### src/rtl/id_exe_stage_ctl.sv
// ID/EXE pipeline register with per-slot valid, stall hold, branch flush and
// load-use hazard detection that inserts a single counted bubble.
module id_exe_stage_ctl #(
  parameter int DSIZE  = 16,
  parameter int ASIZE  = 3,
  parameter int ISIZE  = 16,
  parameter int OPSIZE = 3,
  parameter int CNTW   = 8
) (
  input  logic              clk,
  input  logic              rst,
  input  logic              stall,
  input  logic              flush,
  input  logic              valid_in,
  input  logic [DSIZE-1:0]  rdata1_in,
  input  logic [DSIZE-1:0]  rdata2_in,
  input  logic [DSIZE-1:0]  imm_in,
  input  logic [OPSIZE-1:0] opcode_in,
  input  logic              alusrc_in,
  input  logic [ASIZE-1:0]  rs1_in,
  input  logic [ASIZE-1:0]  rs2_in,
  input  logic              uses_rs2_in,
  input  logic [ASIZE-1:0]  waddr_in,
  input  logic              wen_in,
  input  logic              memWrite_in,
  input  logic              memRead_in,
  input  logic              memToReg_in,
  input  logic              branch_in,
  input  logic [ISIZE-1:0]  PC_in,
  output logic              valid_out,
  output logic [DSIZE-1:0]  rdata1_out,
  output logic [DSIZE-1:0]  rdata2_out,
  output logic [DSIZE-1:0]  imm_out,
  output logic [OPSIZE-1:0] opcode_out,
  output logic              alusrc_out,
  output logic [ASIZE-1:0]  waddr_out,
  output logic              wen_out,
  output logic              memWrite_out,
  output logic              memRead_out,
  output logic              memToReg_out,
  output logic              branch_out,
  output logic [ISIZE-1:0]  PC_out,
  output logic              hazard_stall,
  output logic [CNTW-1:0]   bubble_cnt
);

  logic              valid_q,    valid_d;
  logic [DSIZE-1:0]  rdata1_q,   rdata1_d;
  logic [DSIZE-1:0]  rdata2_q,   rdata2_d;
  logic [DSIZE-1:0]  imm_q,      imm_d;
  logic [OPSIZE-1:0] opcode_q,   opcode_d;
  logic              alusrc_q,   alusrc_d;
  logic [ASIZE-1:0]  waddr_q,    waddr_d;
  logic              wen_q,      wen_d;
  logic              memwrite_q, memwrite_d;
  logic              memread_q,  memread_d;
  logic              memtoreg_q, memtoreg_d;
  logic              branch_q,   branch_d;
  logic [ISIZE-1:0]  pc_q,       pc_d;
  logic [CNTW-1:0]   bubble_cnt_q, bubble_cnt_d;

  logic hazard;
  logic load_bubble;
  logic load_new;
  logic count_bubble;

  always_comb begin
    // Register 0 is hardwired, so a load targeting it can never create a dependency.
    hazard = valid_q & memread_q & (waddr_q != '0) &
             ((waddr_q == rs1_in) | (uses_rs2_in & (waddr_q == rs2_in))) &
             valid_in;

    load_bubble  = flush | (~stall & hazard);
    load_new     = ~flush & ~stall & ~hazard;
    count_bubble = ~flush & ~stall & hazard;

    valid_d    = valid_q;
    rdata1_d   = rdata1_q;
    rdata2_d   = rdata2_q;
    imm_d      = imm_q;
    opcode_d   = opcode_q;
    alusrc_d   = alusrc_q;
    waddr_d    = waddr_q;
    wen_d      = wen_q;
    memwrite_d = memwrite_q;
    memread_d  = memread_q;
    memtoreg_d = memtoreg_q;
    branch_d   = branch_q;
    pc_d       = pc_q;

    if (load_bubble) begin
      valid_d    = 1'b0;
      rdata1_d   = '0;
      rdata2_d   = '0;
      imm_d      = '0;
      opcode_d   = '0;
      alusrc_d   = 1'b0;
      waddr_d    = '0;
      wen_d      = 1'b0;
      memwrite_d = 1'b0;
      memread_d  = 1'b0;
      memtoreg_d = 1'b0;
      branch_d   = 1'b0;
      pc_d       = '0;
    end else if (load_new) begin
      // Control bits are qualified so an empty ID slot can never write or branch.
      valid_d    = valid_in;
      rdata1_d   = rdata1_in;
      rdata2_d   = rdata2_in;
      imm_d      = imm_in;
      opcode_d   = opcode_in;
      alusrc_d   = alusrc_in;
      waddr_d    = waddr_in;
      wen_d      = wen_in & valid_in;
      memwrite_d = memWrite_in & valid_in;
      memread_d  = memRead_in & valid_in;
      memtoreg_d = memToReg_in & valid_in;
      branch_d   = branch_in & valid_in;
      pc_d       = PC_in;
    end

    bubble_cnt_d = bubble_cnt_q;
    if (count_bubble && (bubble_cnt_q != '1)) begin
      bubble_cnt_d = bubble_cnt_q + CNTW'(1);
    end
  end

  always_ff @(posedge clk) begin
    if (rst) begin
      valid_q      <= 1'b0;
      rdata1_q     <= '0;
      rdata2_q     <= '0;
      imm_q        <= '0;
      opcode_q     <= '0;
      alusrc_q     <= 1'b0;
      waddr_q      <= '0;
      wen_q        <= 1'b0;
      memwrite_q   <= 1'b0;
      memread_q    <= 1'b0;
      memtoreg_q   <= 1'b0;
      branch_q     <= 1'b0;
      pc_q         <= '0;
      bubble_cnt_q <= '0;
    end else begin
      valid_q      <= valid_d;
      rdata1_q     <= rdata1_d;
      rdata2_q     <= rdata2_d;
      imm_q        <= imm_d;
      opcode_q     <= opcode_d;
      alusrc_q     <= alusrc_d;
      waddr_q      <= waddr_d;
      wen_q        <= wen_d;
      memwrite_q   <= memwrite_d;
      memread_q    <= memread_d;
      memtoreg_q   <= memtoreg_d;
      branch_q     <= branch_d;
      pc_q         <= pc_d;
      bubble_cnt_q <= bubble_cnt_d;
    end
  end

  assign hazard_stall = hazard;
  assign valid_out    = valid_q;
  assign rdata1_out   = rdata1_q;
  assign rdata2_out   = rdata2_q;
  assign imm_out      = imm_q;
  assign opcode_out   = opcode_q;
  assign alusrc_out   = alusrc_q;
  assign waddr_out    = waddr_q;
  assign wen_out      = wen_q;
  assign memWrite_out = memwrite_q;
  assign memRead_out  = memread_q;
  assign memToReg_out = memtoreg_q;
  assign branch_out   = branch_q;
  assign PC_out       = pc_q;
  assign bubble_cnt   = bubble_cnt_q;

endmodule

### config.mk
export PLATFORM = sky130hd
export DESIGN_NAME = id_exe_stage_ctl
export DESIGN_NICKNAME = d
export VERILOG_FILES = /design/src/rtl/id_exe_stage_ctl.sv
export SDC_FILE = /design/constraint.sdc
export NUM_CORES = 1
export LEC_CHECK = 0
export ABC_AREA = 1
export BUFFER_PORTS_ARGS = -buffer_cell sky130_fd_sc_hd__clkbuf_2
export CORE_UTILIZATION = 49
export DETAILED_ROUTE_END_ITERATION = 8
export HOLD_SLACK_MARGIN = 0.02
export PLACE_DENSITY = 0.88
export SLEW_MARGIN = 20
export SYNTH_ARGS = -nofsm -noshare
export SYNTH_HDL_FRONTEND = slang
export SYNTH_SLANG_ARGS = --single-unit
### constraint.sdc
create_clock -name clk -period 4.8 [get_ports clk]
set_clock_uncertainty 0.2 [all_clocks]
set_input_delay 1.44 -clock clk [delete_from_list [all_inputs] [get_ports clk]]
set_output_delay 1.44 -clock clk [all_outputs]
set_load 0.02 [all_outputs]
==> results.py, run 1 <==
metrics = {
    "run_status": {
        "status": "completed",
    },
    "clock_tree": {
        "postCtsHoldBufs": 0,
        "setup_fix_bufs_post_cts": 0,
        "htree_num_levels": 3,
        "clk-insertion-delay-late_ns": 0.34,
        "clock_sinks": 85,
        "tritoncts": "done",
        "tritoncts.num_buffers": 9,
        "root_buffer": "sky130_fd_sc_hd__clkbuf_8",
        "cts_resized": 0,
        "clock_path_buffers": 2,
        "clk_pin_slew_worst_paths_ns": 0.08,
    },
    "worst_setup_path": {
        "cp.buffers_inverters": 3,
        "worst_ep_arrival_time_ns": 2.31,
        "critical_path.cell_chain": "clkbuf_2 -> nand3_1 -> a31oi_4 -> nand2_4 -> inv_1 -> clkbuf_2",
        "r2r_slack_ns": 2.30,
        "reg2reg_from": "waddr_out[1]",
        "timing.critical_path.from_type": "primary input",
        "path_delay_family": "buffers and inverters",
        "cp.required_ns": 3.16,
        "reg2reg_to": "rdata2_out[5]",
        "critical_path.startpoint": "valid_in",
        "slowest_stage": "sky130_fd_sc_hd__a31oi_4",
        "timing.critical_path.mode_cell": "sky130_fd_sc_hd__clkbuf_2",
        "worst-r2r-cell-count": 11,
        "max_stage_delay_ns": 0.27,
        "critPathMaxFanout": 7,
        "timing_worst_setup_path_type": "in -> out",
        "cp-end-kind": "output pin",
    },
    "yosys": {
        "netlist.area_leader.share_pct": 49.9,
        "muxShareOfSynthArea_pct": 0,
        "yosys.area_share.xor_xnor_pct": 0.257,
        "avgSynthCellArea_sq_um": 7.62,
        "post_synth_instance_area_sq_um": 3410,
        "synth_simple_gate_area_share_pct": 29.0,
        "ys_ff_latch": 85,
        "synth.area.top_cells": "sky130_fd_sc_hd__dfxtp_1, sky130_fd_sc_hd__nand2_1, sky130_fd_sc_hd__a21oi_1, sky130_fd_sc_hd__nand3_1, sky130_fd_sc_hd__nor2_1",
        "yosys.area_share.adder_pct": 0.367,
        "synth-compound-area-share_pct": 13.0,
        "netlist.top_cell.by_area": "sky130_fd_sc_hd__dfxtp_1",
        "synth_seq_area_share_pct": 49.9,
        "synth.distinct_cells": 22,
        "synth.net_count": 537,
        "netlist_instances": 448,
        "yosys_warnings": 0,
        "synth_top_family_by_area": "simple AND/OR/NAND/NOR gates",
    },
    "floorplanning": {
        "fp.coreArea_sq_um": 6760,
        "die_y_microns": 85.5,
        "dieArea_sq_um": 7300,
        "initial_utilization_pct": 50.5,
        "fp.dieW_microns": 85.5,
        "io-pin-count": 174,
        "floorplan.rows": 30,
    },
    "sta": {
        "tns_ns": 0,
        "timing.max_slew.rel_slack_pct": 47.8,
        "final_period_minus_worst_setup_slack_ns": 3.95,
        "fin_ws_ns": 0.854,
        "drv_slew": 0,
        "finalHoldViolCount": 0,
        "rsz0062_at_grt": "false",
        "timing.final.crit_share_pct": 82.2,
        "worst-slew-pin-transition_ns": 0.783,
        "max_freq_mhz": 253,
        "final-setup-viol-count": 0,
    },
    "min_path": {
        "hold_end": "rdata1_out[9]",
        "hold_start": "rdata1_out[9]",
        "timing.hold.worst.class": "reg -> reg",
        "whs_path_depth": 2,
    },
    "drt": {
        "detailed_routing_iteration_count_for_the_pre_antenna_repair_pass": 5,
        "detail_route.wl_per_cell_microns": 13.2,
        "drc": 0,
        "routed_wl_microns": 9130,
        "via_count": 3656,
        "post_drt_via_cell_ratio": 5.29,
        "drt_iter0_markers": 185,
        "antenna_violating_nets_post_route": 0,
    },
    "power": {
        "clock_power_share_pct": 36.5,
        "seqPwrFrac_pct": 53.3,
        "total_leakage_power_nw": 2.01,
        "peakVddDrop_uv": 200,
        "power.switching_fraction_pct": 25.4,
        "power_switching_mw": 0.345,
        "intPower_mw": 1.02,
        "power-per-cell-area_nw_per_um2": 306,
        "finalPower_mw": 1.36,
        "p_comb_share_pct": 10.2,
    },
    "final_layout": {
        "layout-drive-gt1-share_pct": 33.6,
        "fillCellCount": 587,
        "layout.cells.most_common_list": "sky130_fd_sc_hd__clkbuf_2, sky130_fd_sc_hd__nand2_1, sky130_fd_sc_hd__dfxtp_1",
        "areaGrowthSynthToFinish_pct": 30.5,
        "layout.cells.most_common": "sky130_fd_sc_hd__clkbuf_2",
        "design.final.nets": 695,
        "instances_no_fill": 691,
        "num_antenna_cells": 0,
    },
    "run": {
        "drv_cap": 0,
    },
    "grt": {
        "global_route.usage.total_pct": 25.2,
        "globalRouteMet1Util_pct": 27.0,
        "global_route.usage.met3_pct": 6.32,
        "gr-total-overflow": 0,
        "use_met2_pct": 46.5,
        "antenna_found_initial": 0,
        "grt_start_max_net_pins": 80,
        "first_global_vias": 3390,
        "global_route_wire_length_before_repair_microns": 14700,
        "global_route.peak_usage_layer": "met2",
    },
    "placement": {
        "dpl.hpwl_microns": 6460,
        "detailedPlace.worstSlack_ns": 0.854,
        "port_buffers": 173,
        "post-place-cells": 675,
        "finalWeightedCongestion": 0.892,
    },
}
-- power by group through the flow --
| stage | logic, mW | registers [mW] | clock network [mW] |
|---|---|---|---|
| finish | 0.139 | 0.726 | 0.497 |
| global route | 0.153 | 0.728 | 0.540 |
| CTS | 0.140 | 0.726 | 0.513 |
| detailed placement | 0.139 | 0.742 | 0 |
| global placement | 0.135 | 0.742 | 0 |
| floorplan | 0.0635 | 0.758 | 0 |
-- cell usage after synthesis, drive strengths merged --
master,instances
nand2,114
dfxtp,85
a21oi,79
nand3,77
buf,21
nor2,21
inv,18
clkbuf,12
nand4,10
nor3,3
o21ai,3
a31oi,1
ha,1
o21bai,1
or2,1
xnor2,1
-- state kept, by name, indices dropped and copies added, names as in the netlist --
register / cells
PC_out: 16
imm_out: 16
rdata1_out: 16
rdata2_out: 16
bubble_cnt: 8
opcode_out: 3
waddr_out: 3
alusrc_out: 1
branch_out: 1
memRead_out: 1
memToReg_out: 1
memWrite_out: 1
valid_out: 1
wen_out: 1
-- per-stage QoR --
stage / hold WS, ns / utilization (%) / cell area, sq um
5_1_grt: 0.277 / 65.9 / 4450
3_3_place_gp: 0.247 / 63.0 / 4260
6_report: 0.264 / 65.9 / 4450
3_5_place_dp: 0.253 / 63.0 / 4260
2_1_floorplan: 0.333 / - / 3410
4_1_cts: 0.266 / 65.9 / 4450
-- final cells by class --
cell class	instances	area [sq um]	area share [%]
multi-input cells	312	1470	33.0
flip-flops and latches	85	1700	38.2
clock inverters	7	73.8	1.66
well taps	80	100	2.25
inverters	18	67.6	1.52
clock buffers	9	124	2.78
repair buffers	180	918	20.6
-- cell families (layout without fill, tap and decap cells) --
group,Yosys count,in the layout
and+or+nand+nor,226,226
DFF,85,85
AOI/OAI and AO/OA,84,84
buffers and inverters,51,214
adders and majority gates,1,1
xor gates and xnor gates,1,1
-- layer usage --
metal / vias to the layer above / share of wire, %
met3: 14 / 6.8
li1: 1803 / -
met1: 1700 / 39
met2: 139 / 53
met5: - / 0
met4: 0 / 1.7
-- worst min-delay path, stage by stage, from the launching register on --
cell and delay (ns):
sky130_fd_sc_hd__dfxtp_1 0.32, sky130_fd_sc_hd__nand2_1 0.06, sky130_fd_sc_hd__a21oi_1 0.05
-- worst max-delay path by stage --
stage	endpoint	slack, ns	depth (start not counted)
floorplan	hazard_stall	0.95	5
finish	hazard_stall	0.85	6
global placement	hazard_stall	0.87	6
detailed placement	hazard_stall	0.85	6
global route	hazard_stall	0.78	6
CTS	hazard_stall	0.85	6
Note: power is estimated with default switching activity, not from simulation.
==> run 2, diff against run 1 <==
--- a/config.mk
+++ b/config.mk
@@ -7,10 +7,10 @@
 export LEC_CHECK = 0
 export ABC_AREA = 1
 export BUFFER_PORTS_ARGS = -buffer_cell sky130_fd_sc_hd__clkbuf_2
-export CORE_UTILIZATION = 49
+export CORE_UTILIZATION = 45
 export DETAILED_ROUTE_END_ITERATION = 8
 export HOLD_SLACK_MARGIN = 0.02
-export PLACE_DENSITY = 0.88
+export PLACE_DENSITY = 0.82
 export SLEW_MARGIN = 20
 export SYNTH_ARGS = -nofsm -noshare
 export SYNTH_HDL_FRONTEND = slang
==> constraint.sdc (replaced) <==
create_clock -name clk -period 3.9 [get_ports clk]
set_clock_uncertainty 0.2 [all_clocks]
set_input_delay 1.17 -clock clk [delete_from_list [all_inputs] [get_ports clk]]
set_output_delay 1.17 -clock clk [all_outputs]
set_load 0.02 [all_outputs]
==> run 2 against run 1 <==
Effect of this change:
- core utilization down 4.2 points
- sequential share of layout area down 0.41 points
- critical path depth unchanged
- first-iteration DRC count fell by 19%
- register-to-register slack got worse by 0.91 ns
- critical endpoint unchanged
==> results.py, run 2 (synthesis gave the netlist of run 1 again) <==
metrics = {
    "run_status": {
        "status": "completed",
    },
    "grt": {
        "global_route_wire_length_before_repair_microns": 13400,
        "global_route.usage.total_pct": 21.7,
        "gr-total-overflow": 0,
        "antenna_found_initial": 0,
        "grt_start_max_net_pins": 80,
        "first_global_vias": 3013,
    },
    "sta": {
        "finalHoldViolCount": 0,
        "tns_ns": 0,
        "rsz0062_at_grt": "false",
        "final_period_minus_worst_setup_slack_ns": 3.38,
        "hold-worst-slack_ns": 0.264,
        "timing.final.crit_share_pct": 86.7,
        "worst-slew-pin-transition_ns": 0.806,
        "timing.max_slew.rel_slack_pct": 46.3,
        "max_freq_mhz": 296,
        "drv_slew": 0,
        "fin_ws_ns": 0.518,
        "final-setup-viol-count": 0,
    },
    "clock_tree": {
        "clock_sinks": 85,
        "clk_pin_slew_worst_paths_ns": 0.08,
        "root_buffer": "sky130_fd_sc_hd__clkbuf_8",
        "cts_resized": 0,
        "postCtsHoldBufs": 0,
        "clock_path_buffers": 2,
        "tritoncts": "done",
        "tritoncts.num_buffers": 9,
        "htree_num_levels": 3,
        "clk-insertion-delay-late_ns": 0.34,
        "setup_fix_bufs_post_cts": 0,
    },
    "final_layout": {
        "layout-drive-gt1-share_pct": 33.6,
        "stdcell_area_sq_um": 4500,
        "design.final.nets": 695,
        "areaGrowthSynthToFinish_pct": 31.9,
        "layout.cells.most_common": "sky130_fd_sc_hd__clkbuf_2",
        "num_antenna_cells": 0,
        "fillCellCount": 681,
        "sequential_cell_area_sq_um": 1700,
        "layout.cells.most_common_list": "sky130_fd_sc_hd__clkbuf_2, sky130_fd_sc_hd__nand2_1, sky130_fd_sc_hd__dfxtp_1",
        "instances_no_fill": 710,
        "multi_input_comb_area_sq_um": 1470,
    },
    "min_path": {
        "whs_path_depth": 2,
        "timing.hold.worst.class": "reg -> reg",
    },
    "drt": {
        "drt_iter0_markers": 150,
        "detail_route.wl_per_cell_microns": 12.8,
        "via_count": 3588,
        "detailed_routing_iteration_count_for_the_pre_antenna_repair_pass": 4,
        "routed_wl_microns": 9100,
        "drc": 0,
        "post_drt_via_cell_ratio": 5.05,
        "antenna_violating_nets_post_route": 0,
    },
    "floorplanning": {
        "floorplan.rows": 31,
        "fp.dieW_microns": 89.1,
        "dieArea_sq_um": 7940,
        "die_y_microns": 89.1,
        "initial_utilization_pct": 46.8,
        "fp.coreArea_sq_um": 7290,
        "io-pin-count": 174,
    },
    "worst_setup_path": {
        "critPathMaxFanout": 7,
        "worst_ep_arrival_time_ns": 2.01,
        "cp.required_ns": 2.53,
        "cp-end-kind": "output pin",
        "timing.critical_path.from_type": "primary input",
        "timing_worst_setup_path_type": "in -> out",
        "worst-r2r-cell-count": 11,
    },
    "placement": {
        "dpl.hpwl_microns": 6470,
        "finalWeightedCongestion": 0.894,
        "post-place-cells": 694,
        "detailedPlace.worstSlack_ns": 0.525,
        "port_buffers": 173,
        "placed_area_sq_um": 4280,
    },
    "power": {
        "power-per-cell-area_nw_per_um2": 390,
        "total_leakage_power_nw": 2.02,
        "peakVddDrop_uv": 273,
    },
    "run": {
        "drv_cap": 0,
    },
}
-- run 2: changes by cell type in the layout (fill, tap and decap cells not counted), sizes merged --
cell,previous run,this run
bufinv,1,2
clkinv,4,3
-- run 2: worst max-delay path, stage by stage --
cell and delay (ns):
sky130_fd_sc_hd__clkbuf_2 0.16, sky130_fd_sc_hd__nand3_1 0.14, sky130_fd_sc_hd__a31oi_4 0.26, sky130_fd_sc_hd__nand2_4 0.07
sky130_fd_sc_hd__inv_1 0.06, sky130_fd_sc_hd__clkbuf_2 0.16
-- run 2: final cells by class --
cell class              count  share of cell area (%)
flip-flops and latches     85                    37.8
multi-input cells         312                    32.6
repair buffers            180                    20.4
clock buffers               9                    2.75
well taps                  99                    2.75
clock inverters             7                    2.20
inverters                  18                    1.50
-- run 2: metal layers --
metal  global-route usage (%)  wire length, microns  vias to the layer above
met4                     5.77                    82                        0
met2                     38.0                  4330                      141
met1                     24.9                  3920                     1632
li1                         -                     -                     1807
met5                        0                     0                        -
met3                     8.03                   766                        8
-- run 2: worst paths after layout --
path | startpoint | end | slack (ns)
worst min-delay path | PC_out[7] | PC_out[7] | 0.26
worst min register to register | PC_out[7] | PC_out[7] | 0.26
worst max-delay path | valid_in | hazard_stall | 0.52
worst max register to register | waddr_out[1] | imm_out[6] | 1.39
-- run 2: report_power, final --
group | total [mW] | leakage [nW] | switching (mW) | internal, mW
combinational | 0.171 | 1.22 | 0.102 | 0.0688
sequential | 0.894 | 0.688 | 0.00983 | 0.884
clock | 0.691 | 0.110 | 0.327 | 0.364
-- run 2: stage by stage --
| step | total power, mW | utilization [%] |
|---|---|---|
| finish | 1.76 | 61.7 |
| CTS | 1.77 | 61.7 |
| detailed placement | 1.09 | 58.7 |
| floorplan | 1.01 | - |
| global route | 1.83 | 61.7 |
| global placement | 1.08 | 58.7 |
==> run 3, diff against run 2 <==
--- a/config.mk
+++ b/config.mk
@@ -7,10 +7,13 @@
 export LEC_CHECK = 0
 export ABC_AREA = 1
 export BUFFER_PORTS_ARGS = -buffer_cell sky130_fd_sc_hd__clkbuf_2
-export CORE_UTILIZATION = 45
+export CELL_PAD_IN_SITES_DETAIL_PLACEMENT = 1
+export CELL_PAD_IN_SITES_GLOBAL_PLACEMENT = 1
+export CORE_UTILIZATION = 31
 export DETAILED_ROUTE_END_ITERATION = 8
 export HOLD_SLACK_MARGIN = 0.02
 export PLACE_DENSITY = 0.82
+export REMOVE_ABC_BUFFERS = 1
 export SLEW_MARGIN = 20
 export SYNTH_ARGS = -nofsm -noshare
 export SYNTH_HDL_FRONTEND = slang
==> run 3 against run 2 <==
Effect of this change:
- worst hold slack better by 0.0017 ns
- sequential power about the same
- sequential cell count unchanged
- critical path type unchanged
- critical endpoint unchanged
- largest power group unchanged
- highest routed layer unchanged
==> results.py, run 3 (synthesis gave the netlist of run 1 again) <==
metrics = {
    "run_status": {
        "status": "completed",
    },
    "grt": {
        "globalRouteMet1Util_pct": 22.1,
        "antenna_found_initial": 0,
        "use_met2_pct": 34.6,
        "global_route_wire_length_before_repair_microns": 17300,
        "gr-total-overflow": 0,
        "grt_start_max_net_pins": 78,
        "first_global_vias": 3682,
        "global_route.usage.met3_pct": 4.07,
        "global_route.usage.total_pct": 18.9,
        "global_route.peak_usage_layer": "met2",
    },
    "power": {
        "seqPwrFrac_pct": 48.8,
        "power-per-cell-area_nw_per_um2": 399,
        "clock_power_share_pct": 41.6,
        "intPower_mw": 1.40,
        "p_comb_share_pct": 9.6,
        "total_leakage_power_nw": 2.04,
        "power.switching_fraction_pct": 23.6,
        "power_switching_mw": 0.432,
        "finalPower_mw": 1.83,
        "peakVddDrop_uv": 161,
    },
    "min_path": {
        "timing.hold.worst.class": "reg -> reg",
    },
    "drt": {
        "detailed_routing_iteration_count_for_the_pre_antenna_repair_pass": 4,
        "detail_route.wl_per_cell_microns": 14.4,
        "routed_wl_microns": 10700,
        "antenna_violating_nets_post_route": 0,
        "drt_iter0_markers": 177,
        "drc": 0,
        "via_count": 3639,
        "post_drt_via_cell_ratio": 4.87,
    },
    "worst_setup_path": {
        "critical_path.cell_chain": "clkbuf_2 -> nand3_1 -> a31oi_4 -> nand2_4 -> inv_1 -> clkbuf_2",
        "max_stage_delay_ns": 0.26,
        "slowest_stage": "sky130_fd_sc_hd__a31oi_4",
        "cp-end-kind": "output pin",
        "timing.critical_path.mode_cell": "sky130_fd_sc_hd__clkbuf_2",
        "timing.critical_path.from_type": "primary input",
        "cp.required_ns": 2.53,
        "critPathMaxFanout": 7,
        "worst_ep_arrival_time_ns": 2.08,
        "timing_worst_setup_path_type": "in -> out",
    },
    "clock_tree": {
        "cts_resized": 0,
        "tritoncts": "done",
        "clock_sinks": 85,
        "root_buffer": "sky130_fd_sc_hd__clkbuf_8",
        "postCtsHoldBufs": 0,
        "clk-insertion-delay-late_ns": 0.34,
        "tritoncts.num_buffers": 9,
        "setup_fix_bufs_post_cts": 0,
        "clock_path_buffers": 2,
        "htree_num_levels": 3,
        "clk_pin_slew_worst_paths_ns": 0.08,
    },
    "sta": {
        "timing.max_slew.rel_slack_pct": 56.8,
        "max_freq_mhz": 290,
        "final_period_minus_worst_setup_slack_ns": 3.45,
        "drv_slew": 0,
        "worst-slew-pin-transition_ns": 0.647,
        "rsz0062_at_grt": "false",
        "fin_ws_ns": 0.451,
        "final-setup-viol-count": 0,
        "timing.final.crit_share_pct": 88.4,
        "finalHoldViolCount": 0,
    },
    "floorplanning": {
        "fp.dieW_microns": 107,
        "die_y_microns": 107,
        "initial_utilization_pct": 32.5,
        "dieArea_sq_um": 11400,
        "fp.coreArea_sq_um": 10500,
        "floorplan.rows": 37,
        "io-pin-count": 174,
    },
    "final_layout": {
        "layout.cells.most_common_list": "sky130_fd_sc_hd__clkbuf_2, sky130_fd_sc_hd__nand2_1, sky130_fd_sc_hd__dfxtp_1",
        "design.final.nets": 695,
        "layout.cells.most_common": "sky130_fd_sc_hd__clkbuf_2",
        "num_antenna_cells": 0,
        "areaGrowthSynthToFinish_pct": 34.4,
        "layout-drive-gt1-share_pct": 33.4,
    },
    "run": {
        "drv_cap": 0,
    },
    "placement": {
        "finalWeightedCongestion": 0.789,
        "detailedPlace.worstSlack_ns": 0.456,
        "dpl.hpwl_microns": 7810,
        "port_buffers": 173,
    },
}
run 3: cell count changes in the layout (fill, tap and decap cells not counted), sizes merged:
cell / change
clkinvlp: -1
bufinv: +1
clkbuf: +2
inv: -1
clkinv: -1
run 3: through the flow:
stage                     hold WS (ns)  utilization [%]  cell area, sq um  instances  TNS [ns]
after floorplan                  0.341                -              3220        415   -157.48
after global placement           0.249             41.3              4340        731         0
after detailed placement         0.258             41.3              4340        731         0
after CTS                        0.270             43.6              4590        747         0
after global routing             0.288             43.6              4590        747         0
final                            0.266             43.6              4590        747         0
run 3: power by group through the flow:
| stage | clock network, mW | registers, mW | logic [mW] |
|---|---|---|---|
| global route | 0.826 | 0.896 | 0.193 |
| finish | 0.762 | 0.894 | 0.175 |
| detailed placement | 0 | 0.914 | 0.176 |
| global placement | 0 | 0.913 | 0.171 |
| floorplan | 0 | 0.933 | 0.0660 |
| CTS | 0.786 | 0.894 | 0.177 |
run 3: final timing paths:
path                               startpoint            end  slack, ns  cells after the start
worst max-delay path                 valid_in   hazard_stall       0.45                      6
worst min-delay path            rdata1_out[6]  rdata1_out[6]       0.27                      2
worst max register to register   waddr_out[2]    imm_out[15]       1.37                     12
worst min register to register  rdata1_out[6]  rdata1_out[6]       0.27                      2
run 3: layout make-up:
class | count | area [sq um]
flip-flops and latches | 85 | 1700
multi-input cells | 312 | 1470
repair buffers | 180 | 931
clock buffers | 11 | 141
fillers | 1383 | 5920
clock inverters | 5 | 108
well taps | 136 | 170
inverters | 18 | 67.6
run 3: worst max-delay path, delay by kind of cell:
| kind | cells | cell delay (ns) |
|---|---|---|
| simple gates | 2 | 0.25 |
| buf+inv | 3 | 0.40 |
| compound gates | 1 | 0.26 |
run 3: per-layer routing:
| layer | vias to the layer above | part of all wire, % |
|---|---|---|
| met3 | 4 | 5.6 |
| met2 | 110 | 52 |
| li1 | 1802 | - |
| met4 | 0 | 0.51 |
| met1 | 1723 | 42 |
| met5 | - | 0 |
